## config.mk

```make
export PLATFORM = sky130hd
export DESIGN_NAME = maj_fold_sched
export DESIGN_NICKNAME = d
export VERILOG_FILES = /design/src/rtl/maj_fold_sched.sv
export SDC_FILE = /design/constraint.sdc
export NUM_CORES = 1
export LEC_CHECK = 0
export BUFFER_PORTS_ARGS = -buffer_cell sky130_fd_sc_hd__buf_2
export CAP_MARGIN = 20
export CORE_ASPECT_RATIO = 1.4
export CORE_MARGIN = 2
export CORE_UTILIZATION = 55
export CTS_CLUSTER_SIZE = 40
export DETAILED_ROUTE_END_ITERATION = 7
export PLACE_DENSITY = 0.78
export SETUP_SLACK_MARGIN = 0.5
export SYNTH_ARGS = -nofsm -noshare
export SYNTH_HDL_FRONTEND = slang
export SYNTH_SLANG_ARGS = --single-unit
```

## constraint.sdc

```tcl
create_clock -name clk -period 4.85 [get_ports clk]
set_clock_uncertainty 0.05 [all_clocks]
set_input_delay 0.485 -clock clk [delete_from_list [all_inputs] [get_ports clk]]
set_output_delay 0.485 -clock clk [all_outputs]
set_load 0.01 [all_outputs]
```

## src/rtl/maj_fold_sched.sv

```systemverilog
// rtl/maj_fold_sched.sv - folded majority sequencer: CHUNK-wide popcount-accumulate over an N-bit vote vector
//
// Ports:
//   clk        in   clock, rising edge
//   rst        in   synchronous active-high reset
//   in_valid   in   vote vector available
//   in_ready   out  block can accept a vector (IDLE)
//   in_x       in   N-bit vote vector
//   out_valid  out  result available (DONE)
//   out_ready  in   consumer takes the result
//   out_y      out  majority decision (popcount >= THRESH)
//   out_count  out  accumulated popcount
//   busy       out  ACCUM or DONE
//
// Optional feature: MAJ_FOLD_EARLY_EXIT_EN stops accumulating as soon as the
// decision can no longer change.

module maj_fold_sched #(
   parameter int N      = 27,
   parameter int CHUNK  = 9,
   parameter int THRESH = (N + 1) / 2,
   parameter int NCH    = (N + CHUNK - 1) / CHUNK,
   parameter int CW     = $clog2(N + 1)
) (
   input  logic          clk,
   input  logic          rst,
   input  logic          in_valid,
   output logic          in_ready,
   input  logic [N-1:0]  in_x,
   output logic          out_valid,
   input  logic          out_ready,
   output logic          out_y,
   output logic [CW-1:0] out_count,
   output logic          busy
);

   localparam int W  = NCH * CHUNK;
   localparam int IW = (NCH > 1) ? $clog2(NCH) : 1;

   localparam logic [1:0] S_IDLE  = 2'd0;
   localparam logic [1:0] S_ACCUM = 2'd1;
   localparam logic [1:0] S_DONE  = 2'd2;

   localparam logic [CW-1:0] THR    = CW'(THRESH);
   localparam logic [CW-1:0] LAST_I = CW'(NCH - 1);

   logic [1:0]    state_q, state_d;
   logic [W-1:0]  sh_q, sh_d;
   logic [CW-1:0] acc_q, acc_d;
   logic [IW-1:0] idx_q, idx_d;
   logic          y_q, y_d;
   logic [CW-1:0] cnt_q, cnt_d;

   logic [CW-1:0] chunk_pop;
   logic [CW-1:0] acc_sum;
   logic          last_chunk;
   logic          finish;

`ifdef MAJ_FOLD_EARLY_EXIT_EN
   // Count of real vote bits not yet consumed; padding never counts.
   logic [CW-1:0] rem_q, rem_d;
   logic [CW-1:0] rem_nxt;
   logic [CW:0]   reach;
`endif

   // Current chunk always sits in the low CHUNK bits of the shift register.
   always_comb begin
      chunk_pop = '0;
      for (int i = 0; i < CHUNK; i++) begin
         chunk_pop = chunk_pop + CW'(sh_q[i]);
      end
   end

   assign acc_sum    = acc_q + chunk_pop;
   assign last_chunk = (CW'(idx_q) == LAST_I);

`ifdef MAJ_FOLD_EARLY_EXIT_EN
   assign rem_nxt = (rem_q > CW'(CHUNK)) ? (rem_q - CW'(CHUNK)) : '0;
   assign reach   = {1'b0, acc_sum} + {1'b0, rem_nxt};
   // Stop once the decision is fixed: threshold already met, or unreachable.
   assign finish  = last_chunk || (acc_sum >= THR) || (reach < (CW + 1)'(THRESH));
`else
   assign finish  = last_chunk;
`endif

   always_comb begin
      state_d = state_q;
      sh_d    = sh_q;
      acc_d   = acc_q;
      idx_d   = idx_q;
      y_d     = y_q;
      cnt_d   = cnt_q;
`ifdef MAJ_FOLD_EARLY_EXIT_EN
      rem_d   = rem_q;
`endif
      case (state_q)
         S_IDLE: begin
            if (in_valid) begin
               sh_d    = W'(in_x);
               acc_d   = '0;
               idx_d   = '0;
`ifdef MAJ_FOLD_EARLY_EXIT_EN
               rem_d   = CW'(N);
`endif
               state_d = S_ACCUM;
            end
         end
         S_ACCUM: begin
            acc_d = acc_sum;
            idx_d = idx_q + 1'b1;
            sh_d  = sh_q >> CHUNK;
`ifdef MAJ_FOLD_EARLY_EXIT_EN
            rem_d = rem_nxt;
`endif
            if (finish) begin
               y_d     = (acc_sum >= THR);
               cnt_d   = acc_sum;
               state_d = S_DONE;
            end
         end
         S_DONE: begin
            if (out_ready) begin
               state_d = S_IDLE;
            end
         end
         default: state_d = S_IDLE;
      endcase
   end

   always_ff @(posedge clk) begin
      if (rst) begin
         state_q <= S_IDLE;
         sh_q    <= '0;
         acc_q   <= '0;
         idx_q   <= '0;
         y_q     <= 1'b0;
         cnt_q   <= '0;
`ifdef MAJ_FOLD_EARLY_EXIT_EN
         rem_q   <= '0;
`endif
      end else begin
         state_q <= state_d;
         sh_q    <= sh_d;
         acc_q   <= acc_d;
         idx_q   <= idx_d;
         y_q     <= y_d;
         cnt_q   <= cnt_d;
`ifdef MAJ_FOLD_EARLY_EXIT_EN
         rem_q   <= rem_d;
`endif
      end
   end

   assign in_ready  = (state_q == S_IDLE);
   assign out_valid = (state_q == S_DONE);
   assign busy      = (state_q == S_ACCUM) || (state_q == S_DONE);
   assign out_y     = y_q;
   assign out_count = cnt_q;

endmodule

```

# == Yosys cells after proc, flatten, opt, wreduce, memory -nomap -nowiden ==
# Cells that the tools add are included.
# totals
regBits,42
inputBits,31
out_inout_bits,9
elab_cells,39
# classes
addsub,10
order_cmp,1
n_eq_ne,6
muxes,10
n_reduce_logical,6
# ops
cell,n
$pmux 27 s2,1
$mux 27,1
$add 5x1->5,4
$pmux 5 s2,1
$mux 2,4
$pmux 2 s3,1
$add 4x1->5,1
$add 5x5->5,1
$ge 5x4->1 const B,1
$mux 5,1
$add 3x1->4,1
$eq 2x2->1 const B,2
$ne 2x2->1 const B,2
$pmux 2 s2,1
$reduce_and 2->1,2
$add 2x1->3,1
$reduce_and 3->1,1
$add 1x1->2,1
$add 2x1->2 const B,1
$eq 2x1->1 const B,1
$logic_not 2->1,1
$ne 2x1->1 const B,1
$reduce_bool 2->1,1
$logic_or 1x1->1,1

# == Longest topological paths before layout ==
# Gate-level depths: netlist of the first run.
# depth
depth_word,10
ltp_mapped,11
ltp_nobuf,11

# == Worst setup path after synthesis of the first run ==
# Ideal clock, no wire load.
# synth_timing
kind,register -> register
startpoint,register sh_q[5]
endpoint,register cnt_q[4] (netlist: out_count[4])
setup_time_ps,120
arrival_time_ps,3195
required_ps,4680
slack_ps,1486
path_stages_with_launch,12
n_path_buf,0
synth_period_minus_slack_ps,3364
cell_sequence,dfxtp_1 inv_1 fa_1 fa_1 fa_1 inv_1 ha_1 fa_1 a21o_1 a21oi_1 nor4_1 a211o_1
# synth_via
elab_chain_cells,5
# synth_rtl
element,line,text
start: declaration,48,"logic [W-1:0] sh_q, sh_d;"
start signal: assignment,133,sh_q <= '0;
start signal: assignment,143,sh_q <= sh_d;
$add 5x1->5 (4 in a row),70,chunk_pop = chunk_pop + CW'(sh_q[i]);
$add 5x5->5,74,assign acc_sum = acc_q + chunk_pop;
end signal: assignment,147,cnt_q <= cnt_d;
end: declaration,52,"logic [CW-1:0] cnt_q, cnt_d;"
# Every way passes these cells.
# A chain may end at the register's enable or synchronous reset.

# == Final worst setup path of the first run ==
# Ends and elaborated chain as after synthesis.

==> results of run 1 <==
synth_stat cells (2+ instances only):
master	number
sky130_fd_sc_hd__a211oi_2	18
sky130_fd_sc_hd__nor4_1	2
sky130_fd_sc_hd__fa_1	6
sky130_fd_sc_hd__nand2_1	7
sky130_fd_sc_hd__mux2i_1	22
sky130_fd_sc_hd__nor3b_1	2
sky130_fd_sc_hd__dfxtp_1	42
sky130_fd_sc_hd__buf_6	2
sky130_fd_sc_hd__nand2b_1	2
sky130_fd_sc_hd__a2bb2oi_1	2
sky130_fd_sc_hd__nand3b_1	2
sky130_fd_sc_hd__clkbuf_1	4
sky130_fd_sc_hd__a211o_1	2
sky130_fd_sc_hd__ha_1	10
sky130_fd_sc_hd__o31ai_1	2
sky130_fd_sc_hd__nor2_1	26
sky130_fd_sc_hd__buf_2	4
sky130_fd_sc_hd__and2_1	2
sky130_fd_sc_hd__a21oi_1	6
sky130_fd_sc_hd__a22oi_1	10
sky130_fd_sc_hd__nand4b_1	2
sky130_fd_sc_hd__nor2_2	12
sky130_fd_sc_hd__nor3_1	2
sky130_fd_sc_hd__buf_12	2
sky130_fd_sc_hd__a21o_1	2
sky130_fd_sc_hd__inv_1	17
cells by family after synthesis:
group	share of synthesized area [%]
buffers and inverters	7.566
adder cells (fa/ha/maj)	10.75
flip-flops	36.84
XOR/XNOR	0.7677
multiplexers	9.649
AO/OA/AOI/OAI	20.01
AND/OR/NAND/NOR	14.42
worst min-delay path, stage by stage:
cell                      delay [ns]
sky130_fd_sc_hd__buf_2          0.08
sky130_fd_sc_hd__a22oi_1        0.05
sky130_fd_sc_hd__nor2_1         0.07
metal layers:
layer | track usage, % | vias to the layer above | routed length [microns]
met2 | 34.27 | 27 | 2238
met5 | 0 | - | 0
met3 | 4.509 | 5 | 138
met1 | 25.35 | 820 | 1915
met4 | 7.674 | 0 | 64
li1 | - | 861 | -
power by group through the flow:
stage	Sequential, mW	Combinational, mW	Clock [mW]
global route	0.424	0.526	0.249
finish	0.418	0.467	0.228
CTS	0.419	0.475	0.237
floorplan	0.420	0.391	0
detailed placement	0.427	0.467	0
global placement	0.425	0.452	0
worst max path at each step:
stage / cells past startpoint / endpoint / slack, ns
2_1_floorplan: 11 / out_count[4] / 1.49
3_3_place_gp: 11 / out_count[4] / 1.35
3_5_place_dp: 11 / out_count[4] / 1.30
4_1_cts: 11 / out_count[4] / 1.29
5_1_grt: 11 / out_count[4] / 1.09
6_report: 11 / out_count[4] / 1.30
metrics by stage:
| stage | power [mW] | setup WS [ns] |
|---|---|---|
| floorplan | 0.8110 | 1.486 |
| global placement | 0.8764 | 1.350 |
| detailed placement | 0.8936 | 1.303 |
| CTS | 1.130 | 1.286 |
| global route | 1.200 | 1.086 |
| finish | 1.113 | 1.304 |
final cells by class:
| cell class | count | share of cell area (%) |
|---|---|---|
| Clock buffer | 7 | 3.423 |
| Clock inverter | 1 | 0.1984 |
| Inverter | 17 | 2.530 |
| Multi-Input combinational cell | 153 | 50.35 |
| Sequential cell | 42 | 33.33 |
| Tap cell | 43 | 2.133 |
| Timing Repair Buffer | 40 | 8.036 |
flip-flops by register name, summed over array words and instances, names as in the netlist:
| register | count |
|---|---|
| acc_q | 5 |
| out_y | 1 |
| idx_q | 2 |
| state_q | 2 |
| sh_q | 27 |
| out_count | 5 |
==> metrics.log, run 1 <==
[metrics] clk root buf: sky130_fd_sc_hd__clkbuf_8
[metrics] width of the chip: 58.44 microns
[metrics] Reg power frac: between 30% and 40%
[metrics] number of nets with antenna violations after detailed routing: 0
[metrics] Placed Cells incl. Taps: 295
[metrics] Power per Cell Area: 441.2 mW/mm^2
[metrics] number of levels in the clock H-tree: 2
[metrics] wire length reported by the detailed router: 4357 microns
[metrics] GR Util All Layers: 20.51%
[metrics] vias in the first global route: ~1600
[metrics] synth warn: 0
[metrics] Clock Power Share: 20.5%
[metrics] Layout Cells excl Fill: 303
[metrics] total via count after detailed routing: approximately 1700
[metrics] layout net count: 306
[metrics] drt wl/cell: 14.38 microns
[metrics] hold path startpoint: in_x[22]
[metrics] worst setup path start: sh_q[5]
[metrics] pin count of the biggest net entering global routing: 47
[metrics] slew at the pin closest to its max-slew limit: approximately 0.99 ns
[metrics] Primary FF master, synth: sky130_fd_sc_hd__dfxtp_1
[metrics] mean area per synthesized cell: 10.10 sq um
[metrics] starting utilization of the core area: between 50 and 60%
[metrics] height of the chip: 80.22 microns
[metrics] worst reg2reg setup slack: 1.30 ns
[metrics] setup TNS: 0 ns
[metrics] largest driver fanout on the critical path: 4
[metrics] Internal Pwr Total: 700.3 uW
[metrics] cell type group with the largest total delay on the critical path: adder cells
[metrics] maximum vdd drop: 0.3354 mV
[metrics] multi-input combinational cell area: 0.001270 sq mm
[metrics] detailed router's first-iteration violation count: 30
[metrics] distinct cell type count of the synthesized netlist: 42
[metrics] leakage component of the power: between 1 and 1.5 nW
[metrics] worst hold path class: in2reg
[metrics] count of filler cells inserted in the layout: 354
[metrics] worst path arrival time: 3.68 ns
[metrics] clock tree sinks: 42
[metrics] max-slew violation count: 0
[metrics] global-route wire length before repair: 7348 microns
[metrics] synth top area cells: sky130_fd_sc_hd__dfxtp_1 37%, sky130_fd_sc_hd__a211oi_2 9.9%, sky130_fd_sc_hd__mux2i_1 9.6%, sky130_fd_sc_hd__ha_1 5.5%, sky130_fd_sc_hd__fa_1 5.3%
[metrics] largest area contributor in the netlist: sky130_fd_sc_hd__dfxtp_1
[metrics] highest clock rate: between 0.2 and 0.3 GHz
[metrics] most common cell after layout, fill and taps aside: sky130_fd_sc_hd__dfxtp_1
[metrics] proportion of total power due to net switching: 37.06%
[metrics] Slew HR: 34.07%
[metrics] number of buffers inserted by port buffering: 39
[metrics] cell area after synthesis: between 0.002 and 0.0025 sq mm
[metrics] total I/O pin count: 40
[metrics] time the worst path needs with I/O delays and setup: 3.546 ns
[metrics] critical setup path kind: reg2reg
[metrics] setup repair after global routing missed its margin: false
[metrics] number of resized instances in the post-cts repair step: 0
[metrics] Post-synth EDFFs: 0
[metrics] count of buffering cells on the critical path with inverters included: 2
[metrics] instance area at placement: 0.002431 sq mm
[metrics] portion of synthesized cell area occupied by the leading cell type: 36.84%
[metrics] peak per-stage delay on the critical path: 0.55 ns
[metrics] endpoint of the lowest-slack register-to-register path: out_count[4]
[metrics] Min-Delay Path Depth: 3
[metrics] area overhead of the layout relative to synthesis: 10.53%
[metrics] element type at the critical path start: register
[metrics] count of endpoints failing setup in the final report: 0
[metrics] clock-pin slew on the worst setup and hold paths: roughly 0.07 ns
[metrics] count of endpoints failing hold in the final timing report: 0
[metrics] hold-fix buffers at CTS: 0
[metrics] logic gate share of total power: 41.9%
[metrics] placer's final routability congestion estimate: 0.7834
[metrics] max_cap viols: 0
[metrics] beginning of the worst register-to-register path: sh_q[5]
[metrics] number of antenna violations at the first check in global routing: 0
[metrics] Vias/cell: 5.653
[metrics] post-synthesis cell count: about 230
[metrics] share of synthesized flip-flops with an asynchronous set or reset: 0%
[metrics] number of iterations in the first detailed-routing pass: 4
[metrics] Register Area: approximately 840 sq um
[metrics] worst path required time: 4.98 ns
[metrics] Ant. Diodes: 0
[metrics] sequential-to-total area share from yosys stat: a little under two fifths
[metrics] Row Count: 27
[metrics] cts bufs inserted: 5
[metrics] Final Hold Slack: 0.3807 ns
[metrics] depth of the worst register-to-register path: 11
[metrics] design area: 0.002522 sq mm
[metrics] flop and latch count out of synthesis: 42
[metrics] Remaining DRCs: 0
[metrics] cells along the critical path: inv_1, fa_1, fa_1, fa_1, inv_1, ha_1, fa_1, a21o_1, a21oi_1, nor4_1, a211o_1
[metrics] final cycle utilization of the critical path: 73.12%
[metrics] post-detailed-placement half-perimeter wirelength: 3117 microns
[metrics] CTS tree: done
[metrics] Final Core Density: 63.82%
[metrics] number of post-CTS setup repair buffers: 0
[metrics] fraction of final layout cells sized beyond drive strength 1: 31.15%
[metrics] destination of the worst hold path: sh_q[22]
[metrics] standard cell with the maximum stage delay on the critical path: sky130_fd_sc_hd__fa_1
[metrics] net switching power: around 410 uW
[metrics] Worst path most repeated cell: sky130_fd_sc_hd__fa_1
[metrics] largest buffer count on any clock path: 2
[metrics] outcome: finished, final reports clean
[metrics] endpoint kind of the worst setup timing path: register
[metrics] placeable core region: 0.003953 sq mm
[metrics] most frequent cells in the layout: 42 x sky130_fd_sc_hd__dfxtp_1, 39 x sky130_fd_sc_hd__buf_2, 26 x sky130_fd_sc_hd__nor2_1, 22 x sky130_fd_sc_hd__mux2i_1, 18 x sky130_fd_sc_hd__a211oi_2
[metrics] clock latency on the worst-skew pair: slightly below 0.3 ns
[metrics] Die ar.: 0.004688 sq mm
[metrics] global route total overflow: 0
[metrics] Post-Synthesis Net Count: 273
(Power assumes the default switching activity.)
==> run 2: changes to the inputs <==
==> constraint.sdc (replaced) <==
create_clock -name clk -period 3.67 [get_ports clk]
set_clock_uncertainty 0.05 [all_clocks]
set_input_delay 0.367 -clock clk [delete_from_list [all_inputs] [get_ports clk]]
set_output_delay 0.367 -clock clk [all_outputs]
set_load 0.01 [all_outputs]
==> metrics.log, run 2 (synthesis gave the netlist of run 1 again) <==
[metrics] pin count of the biggest net entering global routing: 38
[metrics] fraction of final layout cells sized beyond drive strength 1: 36.98%
[metrics] setup repair after global routing missed its margin: true
[metrics] area overhead of the layout relative to synthesis: 17.27%
[metrics] register with the most flip-flops: sh_q
[metrics] Slew HR: 35.23%
[metrics] GR Util All Layers: 20.21%
[metrics] endpoint kind of the worst setup timing path: register
[metrics] element type at the critical path start: register
[metrics] beginning of the worst register-to-register path: sh_q[0]
[metrics] placer's final routability congestion estimate: between 0.7 and 0.8
[metrics] worst reg2reg setup slack: 0.31 ns
[metrics] count of buffering cells on the critical path with inverters included: 3
[metrics] time the worst path needs with I/O delays and setup: 3.357 ns
[metrics] outcome: finished, final reports clean
[metrics] Power per Cell Area: between 600 and 700 mW/mm^2
[metrics] width of the chip: 58.44 microns
[metrics] endpoint of the lowest-slack register-to-register path: out_y
[metrics] detailed router's first-iteration violation count: 49
[metrics] number of buffers inserted by port buffering: 39
[metrics] drt wl/cell: 14.39 microns
[metrics] depth of the worst register-to-register path: 12
[metrics] global route total overflow: 0
[metrics] height of the chip: approximately 80 microns
[metrics] max-slew violation count: 0
[metrics] final cycle utilization of the critical path: 91.47%
[metrics] slew at the pin closest to its max-slew limit: 0.9715 ns
[metrics] post-detailed-placement half-perimeter wirelength: 3095 microns
[metrics] Worst path most repeated cell: sky130_fd_sc_hd__fa_1
[metrics] global-route wire length before repair: 7286 microns
[metrics] cells along the critical path: fa_1, inv_2, fa_1, fa_1, inv_1, ha_2, fa_2, buf_4, xnor2_4, nor4b_1, mux2i_1, a21oi_1
[metrics] number of iterations in the first detailed-routing pass: 4
[metrics] worst hold path class: in2reg
[metrics] total I/O pin count: 40
[metrics] number of nets with antenna violations after detailed routing: 0
[metrics] cell type group with the largest total delay on the critical path: adder cells
[metrics] worst path required time: roughly 3.9 ns
[metrics] hold path startpoint: in_x[19]
[metrics] cts bufs inserted: 5
[metrics] standard cell with the maximum stage delay on the critical path: sky130_fd_sc_hd__fa_1
[metrics] Die ar.: 0.004688 sq mm
[metrics] clock-pin slew on the worst setup and hold paths: 0.08 ns
[metrics] critical setup path kind: reg2reg
[metrics] max_cap viols: 0
[metrics] highest clock rate: 0.2979 GHz
[metrics] hold-fix buffers at CTS: 0
[metrics] number of levels in the clock H-tree: 2
[metrics] peak per-stage delay on the critical path: 0.55 ns
[metrics] most common cell after layout, fill and taps aside: sky130_fd_sc_hd__dfxtp_1
[metrics] max FFs per register: 27
[metrics] leakage component of the power: 1.135 nW
[metrics] total via count after detailed routing: ~1700
[metrics] count of endpoints failing hold in the final timing report: 0
[metrics] Final Total Pwr: 1.751 mW
[metrics] clock latency on the worst-skew pair: approximately 0.29 ns
[metrics] maximum vdd drop: 0.6090 mV
[metrics] layout net count: about 310
[metrics] Ant. Diodes: 0
[metrics] starting utilization of the core area: 57.74%
[metrics] most frequent cells in the layout: 40 x sky130_fd_sc_hd__dfxtp_1, 39 x sky130_fd_sc_hd__buf_2, 26 x sky130_fd_sc_hd__nor2_1, 22 x sky130_fd_sc_hd__mux2i_1, 19 x sky130_fd_sc_hd__a211oi_2
[metrics] Vias/cell: approximately 5.6
[metrics] setup TNS: 0 ns
[metrics] stages on the worst setup path: 12
[metrics] count of endpoints failing setup in the final report: 0
[metrics] Remaining DRCs: 0
[metrics] destination of the worst hold path: sh_q[19]
[metrics] Row Count: 27
[metrics] worst path arrival time: 3.54 ns
[metrics] placeable core region: 0.003953 sq mm
[metrics] Min-Delay Path Depth: 3
[metrics] largest buffer count on any clock path: 2
[metrics] count of filler cells inserted in the layout: 318
[metrics] wire length reported by the detailed router: 4432 microns
[metrics] number of antenna violations at the first check in global routing: 0
[metrics] largest driver fanout on the critical path: 4
[metrics] CTS tree: done
[metrics] clk root buf: sky130_fd_sc_hd__clkbuf_8
[metrics] clock tree sinks: 42
[metrics] vias in the first global route: between 1500 and 2000
[run 2: changes by cell type in the layout (fill, tap and decap cells not counted), moves of 2 or more]
| cell | change |
|---|---|
| sky130_fd_sc_hd__dfxtp_2 | +2 |
| sky130_fd_sc_hd__dfxtp_1 | -2 |
| sky130_fd_sc_hd__bufinv_16 | +2 |
| sky130_fd_sc_hd__buf_4 | +4 |
[run 2: how the worst max path moves through the flow]
stage | startpoint | to | slack [ns]
after floorplan | sh_q[0] | out_y | 0.42
after global placement | sh_q[0] | out_y | 0.33
after detailed placement | sh_q[0] | out_y | 0.30
after CTS | sh_q[0] | out_y | 0.29
after global routing | sh_q[0] | out_y | 0.17
final | sh_q[0] | out_y | 0.31
[run 2: power breakdown]
group	leakage (nW)	internal [mW]	switching, mW
Clock	0.0714	0.290	0.158
Combinational	0.719	0.353	0.395
Sequential	0.345	0.517	0.0377
Total	1.13	1.16	0.591
[run 2: repair_timing]
action | 4_1_cts | 5_1_grt
buffers inserted | 0 | 4
resized for setup | 0 | 10
pin swaps | 0 | 3
endpoints found under the setup margin | 4 | 7
hold endpoints to repair | 0 | 0
[run 2: per-stage QoR]
step	utilization, %	hold slack (ns)	setup WS [ns]	cell area, sq um	std cells
2_1_floorplan	-	0.4099	0.4151	2293	226
3_3_place_gp	61.98	0.3963	0.3255	2450	296
3_5_place_dp	61.98	0.4020	0.3002	2450	296
4_1_cts	65.59	0.2557	0.2888	2592	304
5_1_grt	67.71	0.2609	0.1732	2676	308
6_report	67.71	0.2583	0.3130	2676	308
[run 2: per-layer routing]
| layer | track usage [%] | up-vias | share of wire [%] |
|---|---|---|---|
| met5 | 0 | - | 0 |
| met4 | 6.279 | 0 | 1.3 |
| met3 | 4.831 | 5 | 3.0 |
| met2 | 34.49 | 30 | 51 |
| met1 | 24.62 | 808 | 44 |
| li1 | - | 869 | - |
[run 2: layout make-up]
type | instances | area, sq um | area share [%]
Multi-Input combinational cell | 153 | 1329 | 49.65
Clock inverter | 2 | 60.06 | 2.244
Timing Repair Buffer | 45 | 244.0 | 9.116
Tap cell | 43 | 53.80 | 2.010
Sequential cell | 42 | 843.3 | 31.51
Clock buffer | 6 | 82.58 | 3.086
Inverter | 17 | 63.81 | 2.384
[run 2: worst reg2reg max path, cell delays in order (launching register included)]
cell	delay, ns
sky130_fd_sc_hd__dfxtp_2	0.34
sky130_fd_sc_hd__fa_1	0.55
sky130_fd_sc_hd__inv_2	0.04
sky130_fd_sc_hd__fa_1	0.46
sky130_fd_sc_hd__fa_1	0.49
sky130_fd_sc_hd__inv_1	0.04
sky130_fd_sc_hd__ha_2	0.17
sky130_fd_sc_hd__fa_2	0.35
sky130_fd_sc_hd__buf_4	0.16
sky130_fd_sc_hd__xnor2_4	0.14
sky130_fd_sc_hd__nor4b_1	0.25
sky130_fd_sc_hd__mux2i_1	0.11
sky130_fd_sc_hd__a21oi_1	0.14
==> run 3: changes to the inputs <==
==> constraint.sdc (replaced) <==
create_clock -name clk -period 3.67 [get_ports clk]
set_clock_uncertainty 0.05 [all_clocks]
set_input_delay 0.734 -clock clk [delete_from_list [all_inputs] [get_ports clk]]
set_output_delay 0.734 -clock clk [all_outputs]
set_load 0.01 [all_outputs]
==> metrics.log, run 3 (synthesis gave the netlist of run 1 again) <==
[metrics] detailed router's first-iteration violation count: between 40 and 50
[metrics] number of antenna violations at the first check in global routing: 0
[metrics] CTS tree: done
[metrics] placer's final routability congestion estimate: 0.8061
[metrics] proportion of total power due to net switching: 37.24%
[metrics] depth of the worst register-to-register path: 12
[metrics] total I/O pin count: 40
[metrics] setup repair after global routing missed its margin: true
[metrics] time the worst path needs with I/O delays and setup: 3.370 ns
[metrics] largest driver fanout on the critical path: 4
[metrics] count of filler cells inserted in the layout: 326
[metrics] last element of the critical path: acc_q[4]
[metrics] Final Core Density: about two thirds
[metrics] outcome: finished, final reports clean
[metrics] critical setup path kind: reg2reg
[metrics] element type at the critical path start: register
[metrics] cts bufs inserted: 5
[metrics] cells along the critical path: fa_1, inv_1, fa_1, fa_1, inv_2, ha_4, fa_2, a21o_1, buf_4, a21oi_4, nor4_1, a211o_1
[metrics] Worst path most repeated cell: sky130_fd_sc_hd__fa_1
[metrics] Remaining DRCs: 0
[metrics] clk root buf: sky130_fd_sc_hd__clkbuf_8
[metrics] Slew HR: 57.84%
[metrics] standard cell with the maximum stage delay on the critical path: sky130_fd_sc_hd__fa_1
[metrics] max FFs per register: 27
[metrics] Reg power frac: 36.1%
[metrics] beginning of the worst register-to-register path: sh_q[0]
[metrics] endpoint kind of the worst setup timing path: register
[metrics] slew at the pin closest to its max-slew limit: 0.6324 ns
[metrics] leakage component of the power: about 1.1 nW
[metrics] instance area at placement: 0.002457 sq mm
[metrics] most frequent cells in the layout: 40 x sky130_fd_sc_hd__dfxtp_1, 39 x sky130_fd_sc_hd__buf_2, 26 x sky130_fd_sc_hd__nor2_1, 22 x sky130_fd_sc_hd__mux2i_1, 18 x sky130_fd_sc_hd__a211oi_2
[metrics] clock latency on the worst-skew pair: 0.30 ns
[metrics] Internal Pwr Total: 963.7 uW
[metrics] drt wl/cell: 14.62 microns
[metrics] multi-input combinational cell area: between 0.001 and 0.0015 sq mm
[metrics] Die ar.: approximately 0.0047 sq mm
[metrics] pin count of the biggest net entering global routing: 30
[metrics] layout net count: 311
[metrics] peak per-stage delay on the critical path: 0.53 ns
[metrics] max_cap viols: 0
[metrics] number of nets with antenna violations after detailed routing: 0
[metrics] GR Util All Layers: between 20% and 30%
[metrics] starting utilization of the core area: 57.74%
[metrics] area overhead of the layout relative to synthesis: 14.09%
[metrics] worst path arrival time: 3.51 ns
[metrics] Vias/cell: 5.623
[metrics] register with the most flip-flops: sh_q
[metrics] placeable core region: about 0.0040 sq mm
[metrics] Register Area: roughly 840 sq um
[metrics] worst path required time: 3.81 ns
[metrics] fraction of final layout cells sized beyond drive strength 1: 35.85%
[metrics] count of endpoints failing hold in the final timing report: 0
[metrics] clock tree sinks: 42
[metrics] wire length reported by the detailed router: 4504 microns
[metrics] count of endpoints failing setup in the final report: 0
[metrics] number of buffers inserted by port buffering: 39
[metrics] Final Hold Slack: ~0.41 ns
[metrics] vias in the first global route: 1755
[metrics] clock-pin slew on the worst setup and hold paths: 0.08 ns
[metrics] number of levels in the clock H-tree: 2
[metrics] most common cell after layout, fill and taps aside: sky130_fd_sc_hd__dfxtp_1
[metrics] global-route wire length before repair: roughly 7600 microns
[metrics] setup TNS: 0 ns
[metrics] worst setup path start: sh_q[0]
[metrics] global route total overflow: 0
[metrics] number of iterations in the first detailed-routing pass: 4
[metrics] worst reg2reg setup slack: 0.30 ns
[metrics] maximum vdd drop: 0.5526 mV
[metrics] final cycle utilization of the critical path: 91.82%
[metrics] logic gate share of total power: 43.6%
[metrics] max-slew violation count: 0
[metrics] highest clock rate: 0.2968 GHz
[metrics] worst hold path class: reg2reg
[metrics] net switching power: 571.8 uW
[metrics] width of the chip: 58.44 microns
[metrics] largest buffer count on any clock path: 2
[metrics] Power per Cell Area: 589.7 mW/mm^2
[metrics] total via count after detailed routing: 1732
[metrics] height of the chip: 80.22 microns
[metrics] post-detailed-placement half-perimeter wirelength: 3221 microns
[metrics] Ant. Diodes: 0
[metrics] endpoint of the lowest-slack register-to-register path: acc_q[4]
[metrics] design area: about 0.0026 sq mm
[metrics] Row Count: 27
[metrics] Clock Power Share: 20.3%
run 3: cell types whose count changed in the layout (fill, tap and decap cells not counted), sizes merged:
cell      before  now
bufinv         2    0
clkinv         0    1
clkinvlp       0    1
run 3: worst min path at each step:
stage / cells past startpoint / to / from / slack (ns)
floorplan: 2 / idx_q[1] / idx_q[1] / 0.41
global placement: 2 / out_count[1] / out_count[1] / 0.39
detailed placement: 2 / out_count[1] / out_count[1] / 0.40
CTS: 2 / out_count[1] / out_count[1] / 0.42
global route: 2 / out_count[1] / out_count[1] / 0.45
finish: 2 / out_count[1] / out_count[1] / 0.41
run 3: layer usage:
layer  up-vias  wire length [microns]  global-route usage, %
met1       827                   2008                  24.67
li1        868                      -                      -
met3         7                    132                  3.865
met2        30                   2232                  36.97
met5         -                      0                      0
met4         0                    131                  11.40
run 3: layout make-up:
cell class / count / area share [%]
clock buffer: 6 / 3.172
multi-input combinational: 153 / 50.22
timing repair buffer: 45 / 9.226
sequential: 42 / 32.39
clock inverter: 2 / 0.4805
tap: 43 / 2.066
inverter: 17 / 2.451
run 3: worst max-delay path, delay by kind of cell, from the launching register on:
family                   cells  cell delay (ns)
flip-flops                   1             0.34
AO/OA/AOI/OAI                3             0.57
adder cells (fa/ha/maj)      5             2.00
buffers and inverters        3             0.23
AND/OR/NAND/NOR              1             0.06
run 3: what timing repair did:
action / 4_1_cts / 5_1_grt
resized for setup: 3 / 3
hold buffers: 0 / 0
pin swaps: 3 / 2
setup endpoints to repair: 5 / 7
setup buffers: 1 / 2
gates cloned: 0 / 0
run 3: through the flow:
| stage | total power [mW] | std cells | worst slack (ns) |
|---|---|---|---|
| 2_1_floorplan | 1.082 | 226 | 0.4151 |
| 3_3_place_gp | 1.179 | 297 | 0.3262 |
| 3_5_place_dp | 1.196 | 297 | 0.2944 |
| 4_1_cts | 1.543 | 306 | 0.2885 |
| 5_1_grt | 1.650 | 308 | 0.1631 |
| 6_report | 1.536 | 308 | 0.3003 |
run 3: power by group through the flow:
stage | Clock [mW] | Sequential [mW] | Combinational [mW]
2_1_floorplan | 0 | 0.556 | 0.526
3_3_place_gp | 0 | 0.562 | 0.617
3_5_place_dp | 0 | 0.564 | 0.632
4_1_cts | 0.318 | 0.554 | 0.670
5_1_grt | 0.336 | 0.563 | 0.751
6_report | 0.312 | 0.554 | 0.670
